--- src/rtl/telemetry_scheduler.sv ---
// Round-robin arbiter that shares one serial_tx byte channel among four sensor
// controllers, emitting a 12-byte framed packet per grant.
module telemetry_scheduler #(
  parameter logic [7:0]  SYNC_BYTE  = 8'hA5,
  parameter int unsigned GAP_CYCLES = 16
) (
  input  logic         clk,
  input  logic         rst_n,
  input  logic         enable,
  input  logic [3:0]   req,
  input  logic [239:0] src_data,
  output logic [3:0]   grant,
  output logic [7:0]   tx_data,
  output logic         tx_new_data,
  input  logic         tx_busy,
  input  logic         tx_block,
  output logic         active,
  output logic [1:0]   cur_src,
  output logic [15:0]  pkt_count
);

  localparam int unsigned GW = (GAP_CYCLES > 1) ? $clog2(GAP_CYCLES) : 1;

  typedef enum logic [2:0] {S_IDLE, S_LATCH, S_SEND, S_HOLD, S_GAP} state_e;

  state_e        state_q, state_d;
  logic [1:0]    last_q, last_d;
  logic [1:0]    cur_src_q, cur_src_d;
  logic [59:0]   snap_q, snap_d;
  logic [3:0]    idx_q, idx_d;
  logic [7:0]    chk_q, chk_d;
  logic [7:0]    tx_data_q, tx_data_d;
  logic          hold_first_q, hold_first_d;
  logic [3:0]    grant_q, grant_d;
  logic          active_q, active_d;
  logic [15:0]   pkt_count_q, pkt_count_d;
  logic [GW-1:0] gap_q, gap_d;
  logic [1:0]    pick_s;
  logic          send_fire_s;

  function automatic logic [1:0] rr_pick(input logic [1:0] last, input logic [3:0] r);
    logic [1:0] pick;
    logic [1:0] cand;
    pick = last;
    // Scan downward so the nearest requester after 'last' is the final winner.
    for (int i = 4; i >= 1; i--) begin
      cand = last + 2'(i);
      if (r[cand]) pick = cand;
    end
    return pick;
  endfunction

  function automatic logic [7:0] pkt_byte(input logic [3:0] idx, input logic [1:0] src,
                                          input logic [59:0] snap, input logic [7:0] chk);
    case (idx)
      4'd0:    return SYNC_BYTE;
      4'd1:    return {6'b000000, src};
      4'd2:    return {4'h0, snap[19:16]};
      4'd3:    return snap[15:8];
      4'd4:    return snap[7:0];
      4'd5:    return {4'h0, snap[39:36]};
      4'd6:    return snap[35:28];
      4'd7:    return snap[27:20];
      4'd8:    return {4'h0, snap[59:56]};
      4'd9:    return snap[55:48];
      4'd10:   return snap[47:40];
      default: return chk;
    endcase
  endfunction

  assign pick_s      = rr_pick(last_q, req);
  assign send_fire_s = (state_q == S_SEND) && !tx_busy && !tx_block;

  // Next-state and datapath update for the packet FSM
  always_comb begin
    state_d      = state_q;
    last_d       = last_q;
    cur_src_d    = cur_src_q;
    snap_d       = snap_q;
    idx_d        = idx_q;
    chk_d        = chk_q;
    tx_data_d    = tx_data_q;
    hold_first_d = hold_first_q;
    grant_d      = 4'b0000;
    active_d     = active_q;
    pkt_count_d  = pkt_count_q;
    gap_d        = gap_q;
    case (state_q)
      S_IDLE: begin
        if (enable && (|req)) begin
          cur_src_d = pick_s;
          grant_d   = 4'b0001 << pick_s;
          active_d  = 1'b1;
          state_d   = S_LATCH;
        end else begin
          state_d = S_IDLE;
        end
      end
      S_LATCH: begin
        snap_d    = src_data[int'(cur_src_q) * 60 +: 60];
        idx_d     = 4'd0;
        chk_d     = 8'd0;
        tx_data_d = SYNC_BYTE;
        state_d   = S_SEND;
      end
      S_SEND: begin
        if (send_fire_s) begin
          if (idx_q != 4'd0) begin
            chk_d = chk_q + tx_data_q;
          end else begin
            chk_d = chk_q;
          end
          hold_first_d = 1'b1;
          state_d      = S_HOLD;
        end else begin
          state_d = S_SEND;
        end
      end
      S_HOLD: begin
        // busy from serial_tx lags the strobe by one cycle, so skip that cycle.
        if (hold_first_q) begin
          hold_first_d = 1'b0;
        end else if (!tx_busy) begin
          if (idx_q == 4'd11) begin
            pkt_count_d = pkt_count_q + 16'd1;
            last_d      = cur_src_q;
            active_d    = 1'b0;
            gap_d       = '0;
            state_d     = S_GAP;
          end else begin
            idx_d     = idx_q + 4'd1;
            tx_data_d = pkt_byte(idx_q + 4'd1, cur_src_q, snap_q, chk_q);
            state_d   = S_SEND;
          end
        end else begin
          state_d = S_HOLD;
        end
      end
      S_GAP: begin
        if (gap_q == GW'(GAP_CYCLES - 1)) begin
          state_d = S_IDLE;
        end else begin
          gap_d = gap_q + GW'(1);
        end
      end
      default: begin
        state_d  = S_IDLE;
        active_d = 1'b0;
      end
    endcase
  end

  // State and datapath registers
  always_ff @(posedge clk or negedge rst_n) begin
    if (!rst_n) begin
      state_q      <= S_IDLE;
      last_q       <= 2'd3;
      cur_src_q    <= 2'd3;
      snap_q       <= 60'd0;
      idx_q        <= 4'd0;
      chk_q        <= 8'd0;
      tx_data_q    <= 8'd0;
      hold_first_q <= 1'b0;
      grant_q      <= 4'b0000;
      active_q     <= 1'b0;
      pkt_count_q  <= 16'd0;
      gap_q        <= '0;
    end else begin
      state_q      <= state_d;
      last_q       <= last_d;
      cur_src_q    <= cur_src_d;
      snap_q       <= snap_d;
      idx_q        <= idx_d;
      chk_q        <= chk_d;
      tx_data_q    <= tx_data_d;
      hold_first_q <= hold_first_d;
      grant_q      <= grant_d;
      active_q     <= active_d;
      pkt_count_q  <= pkt_count_d;
      gap_q        <= gap_d;
    end
  end

  assign grant       = grant_q;
  assign tx_data     = tx_data_q;
  assign tx_new_data = send_fire_s;
  assign active      = active_q;
  assign cur_src     = cur_src_q;
  assign pkt_count   = pkt_count_q;

endmodule

--- config.mk ---
export PLATFORM = sky130hd
export DESIGN_NAME = telemetry_scheduler
export DESIGN_NICKNAME = d
export VERILOG_FILES = /design/src/rtl/telemetry_scheduler.sv
export SDC_FILE = /design/constraint.sdc
export NUM_CORES = 1
export LEC_CHECK = 0
export CAP_MARGIN = 20
export CORE_ASPECT_RATIO = 1.5
export CORE_MARGIN = 2
export CORE_UTILIZATION = 46
export CTS_BUF_LIST = sky130_fd_sc_hd__clkbuf_4 sky130_fd_sc_hd__clkbuf_8
export CTS_CLUSTER_SIZE = 16
export DETAILED_ROUTE_END_ITERATION = 7
export GPL_TIMING_DRIVEN = 1
export PLACE_DENSITY = 0.84
export SLEW_MARGIN = 20
export SYNTH_ARGS = -nofsm -noshare
export SYNTH_HDL_FRONTEND = slang
export SYNTH_SLANG_ARGS = --single-unit
export TNS_END_PERCENT = 50
--- constraint.sdc ---
create_clock -name clk -period 4.6 [get_ports clk]
set_clock_uncertainty 0.05 [all_clocks]
set_input_delay 0.92 -clock clk [delete_from_list [all_inputs] [get_ports clk]]
set_output_delay 0.92 -clock clk [all_outputs]
set_load 0.05 [all_outputs]
* Word level (Yosys, flattened, before mapping)
Index checks and enable logic that the tools add are counted.
** Word-level totals
- Memories :: 0
- Input bits :: 249
- Memory bits (writable) :: 0
- Register bits after elaboration :: 113
- Word-level logic and storage cells :: 117
- Bits in read-only memories :: 0
- Bits in latches :: 0
** Cells by class
- Shifts and indexed selects :: 2
- Add/subtract/negate cells :: 7
- Muxes and demuxes :: 42
- Bitwise logic cells :: 3
- Equal/unequal tests :: 25
- Multiply operators :: 1
- Reductions and logical operators :: 22
- Magnitude comparators :: 3
- Div/mod/pow operators :: 0
** Operators with widths (number)
- indexed part select 240 x 9 -> 60 bit :: 1
- case mux 8 bit (11 select lines) :: 1
- 2-to-1 mux 8 bit :: 5
- 2-to-1 mux 4 bit :: 9
- case mux 8 bit (2 select lines) :: 2
- equality test 4 bit (second input constant) :: 5
- adder 16 x 1 -> 16 bit (second input constant) :: 1
- equality test 4 x 3 -> 1 bit (second input constant) :: 4
- != test 2 bit (second input constant) :: 8
- case mux 4 bit (2 select lines) :: 2
- case mux 3 bit (5 select lines) :: 1
- 2-to-1 mux 3 bit :: 4
- 2-to-1 mux 1 bit :: 10
- AND reduction 5 bit :: 2
- < comparator 2 x 3 -> 1 bit (second input constant) :: 3
- adder 4 x 1 -> 4 bit (second input constant) :: 2
- adder 8 bit :: 1
- equality test 4 x 2 -> 1 bit (second input constant) :: 2
- AND reduction 4 bit :: 2
- nonzero test 2 bit :: 4
- binary-select mux 1 bit (select 2 bit) :: 3
- equality test 3 x 2 -> 1 bit (second input constant) :: 2
- multiplier 2 x 4 -> 6 bit (second input constant) :: 1
- 2-to-1 mux 2 bit :: 3
- other kinds (19) :: 27

* Depth between registers and ports, before layout
- Depth after elaboration :: 9
- Depth in mapped cells :: 10
- Mapped depth without buffers :: 8

* Least setup slack after synthesis
No wires, ideal clock.
- Kind :: input to output
- Start point :: input tx_busy
- End point :: output tx_new_data
- Slack :: 1.988 ns
- Stages on the path :: 2
- Arrival time :: 1.642 ns
- Cell sequence :: nor4_1 > and2_1
** Between the ends
- Longest elaborated chain between the ends :: 3
** RTL lines
- from (decl) :: line 15 : input logic tx_busy,
- logical NOT 1 bit
- logical AND 1 bit (2 in series) :: line 72 : assign send_fire_s = (state_q == S_SEND) && !tx_busy && !tx_block;
- to (decl) :: line 14 : output logic tx_new_data,
Every way passes these cells.

* Worst setup path in the final report
Ends and elaborated chain as after synthesis.

==> run_results.csv <==
group,metric,value,unit
run_status,status,"finished, final reports clean",
logic_synthesis,yosysWarnings,0,
timing,finalCriticalPeriod,3.744,ns
timing,finalSetupViolations,0,
floorplan,rows,56,
clock_network,clkSinkCount,113,
power_and_ir_drop,clockPowerShare,17.9,%
logic_synthesis,seq_area_frac_synth,39.18,%
timing,finalCritPeriodShare,81.40,%
power_and_ir_drop,ir_drop,0.2664,mV
detailed_routing,ant_nets,0,
power_and_ir_drop,p_sw_share,40.54,%
critical_path,crit_fanout,5,
clock_network,clockBufferDepth,2,
placement,dp_cells,1179,
clock_network,root_buffer,"clkbuf_8",
power_and_ir_drop,p_int,3366,uW
cells_and_area,layout.nets,1259,
logic_synthesis,ys_top_cells_by_area,"dfrtp_1 (38%), mux4_2 (19%), nand2_1 (12%)",
logic_synthesis,synth_compound_area_share,11.20,%
clock_network,cts_tree,"built",
hold_path,hp-class,"reg -> reg",
global_route,grt_pass1_wl,35.82,mm
logic_synthesis,ys_seq_elements,113,
clock_network,numCtsBuffers,17,
power_and_ir_drop,p_switching,2295,uW
global_route,overflow,0,
logic_synthesis,synthAdderAreaFrac,2.699,%
timing,tns,0,ns
logic_synthesis,synth_cell_types,64,
cells_and_area,post_route_cells_drive_above_1_share,11.61,%
floorplan,start_util,46.70,%
timing,slew_violations,0,
clock_network,cts.clk_slew.worst_paths,0.06,ns
timing,fmax,267.1,MHz
timing,relSlewSlack,20.80,%
logic_synthesis,synth_cells,737,
detailed_routing,dr.pass1.iters,6,
critical_path,worstSetupStartpoint,"tx_busy",
critical_path,critical_path_arrival,2.77,ns
logic_synthesis,synth_top_area_share,37.72,%
global_route,grt_pass1_vias,6992,
global_route,antenna_found_initial,0,
clock_network,postCtsSetupRepairBufs,0,
power_and_ir_drop,p_comb_share,48.8,%
logic_synthesis,syn_area_per_cell,9.811,sq um
cells_and_area,fillers,1227,
detailed_routing,wl,22.49,mm
logic_synthesis,synth.net_count,1001,
placement,place_area,10140,sq um
cells_and_area,fin_cells,1211,
detailed_routing,wire_per_inst,18.57,um
logic_synthesis,synthFlopType,"dfrtp_1",
critical_path,critPathKind,"in -> out",
timing,final_hold_viol_count,0,
logic_synthesis,synth.most_common_cell,"nand2_1",
placement,place.gp.congestion,0.9363,
power_and_ir_drop,p_leak,0.004387,uW
logic_synthesis,yosysTopAreaCell,"dfrtp_1",
timing,tightest_slew,1.172,ns
logic_synthesis,yosys-top-cells-count,"nand2_1 (237), dfrtp_1 (109), mux4_2 (60), nor2_1 (29), clkbuf_1 (27)",
logic_synthesis,synthMuxAreaShare,20.00,%
logic_synthesis,synth-edff-count,0,
detailed_routing,post-route-drc-count,0,
cells_and_area,finalInstanceArea,10580,sq um
logic_synthesis,yosys.area_share.simple,20.92,%
power_and_ir_drop,p_seq_share,33.3,%
detailed_routing,drt_iter0_markers,429,
placement,io_buffers,280,
logic_synthesis,synth_area,7231,sq um
flow_run,cap_violations,0,
critical_path,critPathCaptureType,"primary output",
logic_synthesis,synth-async-reset-ratio,100.0,%
global_route,grt_util_all_layers,27.76,%
floorplan,die-area,16760,sq um
cells_and_area,syn_to_final_growth,46.27,%
placement,place_hpwl,17.50,mm
critical_path,r2r_start,"idx_q[0]$_DFFE_PN0P_",
power_and_ir_drop,pwr_density_cell,535.2,nW/um^2
cells_and_area,antenna_cells,0,
timing,fin_hold_ws,0.4257,ns
clock_network,hold_buffers,0,
logic_synthesis,synth_xor_area_share,2.786,%
floorplan,io_pins,281,
clock_network,post_cts_resized,0,
clock_network,clk_latency,0.43,ns
global_route,grt_max_degree,89,
hold_path,hold_path.startpoint,"pkt_count[15]$_DFFE_PN0P_",
detailed_routing,via_per_inst,5.651,
clock_network,ctsHtreeMaxLevel,4,
floorplan,die-height,157.6,um
floorplan,die_w,106.4,um
floorplan,core_area,15480,sq um
critical_path,cp.required,3.63,ns
detailed_routing,dr_total_vias,6843,
logic_synthesis,synth_top_family_by_area,"simple AND/OR/NAND/NOR gates",
critical_path,cp-start-kind,"input pin",
timing,grt_setup_unrepaired,"no",
==> flip-flops by register name, indices dropped and copies added, names as in the netlist <==
name	flops
active	1
chk_q	8
cur_src	2
gap_q	4
grant	4
hold_first_q	1
idx_q	4
last_q	2
pkt_count	16
snap_q	60
state_q	3
tx_data	8
==> routing by layer <==
layer	share of wire [%]	wire (um)	up-vias	track usage, %
met4	4.8	1079	0	14.79
met2	54	12070	255	49.39
met1	38	8505	3328	31.92
met3	3.7	835	56	4.348
met5	0	0	-	0
li1	-	-	3204	-
==> final cells by class <==
class / count / area (sq um) / area share (%)
Multi-Input combinational cell: 569 / 4175 / 39.48
Clock inverter: 12 / 162.7 / 1.538
Clock buffer: 20 / 269.0 / 2.543
Tap cell: 203 / 254.0 / 2.402
Timing Repair Buffer: 286 / 2849 / 26.94
Sequential cell: 113 / 2836 / 26.82
Inverter: 8 / 30.03 / 0.2839
==> power groups by stage <==
stage / combinational [uW] / clock (uW) / sequential, uW
3_5_place_dp: 2750 / 0 / 1880
5_1_grt: 3020 / 1070 / 1940
3_3_place_gp: 2710 / 0 / 1880
2_1_floorplan: 1920 / 0 / 1820
6_report: 2760 / 1010 / 1890
4_1_cts: 2770 / 1020 / 1870
==> through the flow <==
| step | power [uW] | utilization, % | setup WS (ns) |
|---|---|---|---|
| finish | 5661 | 68.30 | 0.8558 |
| global route | 6023 | 68.30 | 0.7371 |
| CTS | 5671 | 68.28 | 0.8522 |
| detailed placement | 4635 | 65.49 | 0.8747 |
| global placement | 4584 | 65.49 | 0.8885 |
| floorplan | 3740 | - | 1.988 |
==> logic make-up after synthesis <==
group                      Yosys count
DFF                                113
AOI/OAI and AO/OA                  114
buffers and inverters               55
muxes                               69
xor gates and xnor gates            23
adders and majority gates           15
and+or+nand+nor                    348
==> cell usage in the layout, fill, tap and decap left out, types with 4 or more instances in the layout <==
master / instances
o21ai_0: 24
ha_1: 14
nor4_1: 5
mux2i_1: 5
a221oi_1: 5
and3_1: 5
nand2_1: 237
clkinv_2: 7
clkbuf_8: 19
and2_1: 6
nor2_1: 29
xnor2_1: 16
a22oi_1: 5
nand2b_1: 4
nor2b_1: 6
nand3_1: 14
mux4_2: 60
clkdlybuf4s50_1: 279
mux2_2: 4
a21oi_1: 22
bufinv_16: 4
a222oi_1: 12
inv_1: 8
dfrtp_1: 109
a211oi_1: 6
buf_4: 6
nand4_1: 10
nor3_1: 12
xor2_1: 7
==> final timing paths <==
check / endpoint / slack (ns) / depth (start not counted)
min in group asynchronous: gap_q[1]$_DFFE_PN0P_ / 0.48 / 1
hold / removal: pkt_count[15]$_DFFE_PN0P_ / 0.43 / 1
setup / recovery: tx_new_data / 0.86 / 4
hold reg to reg: pkt_count[15]$_DFFE_PN0P_ / 0.43 / 1
max in group asynchronous: chk_q[6]$_DFFE_PN0P_ / 3.14 / 2
setup reg to reg: pkt_count[15]$_DFFE_PN0P_ / 1.55 / 8
==> worst max-delay path: stages <==
cell	delay, ns
clkdlybuf4s50_1	0.49
nor4_1	0.28
and2_1	0.24
clkdlybuf4s50_1	0.83
Power figures use the tool's default switching activity.
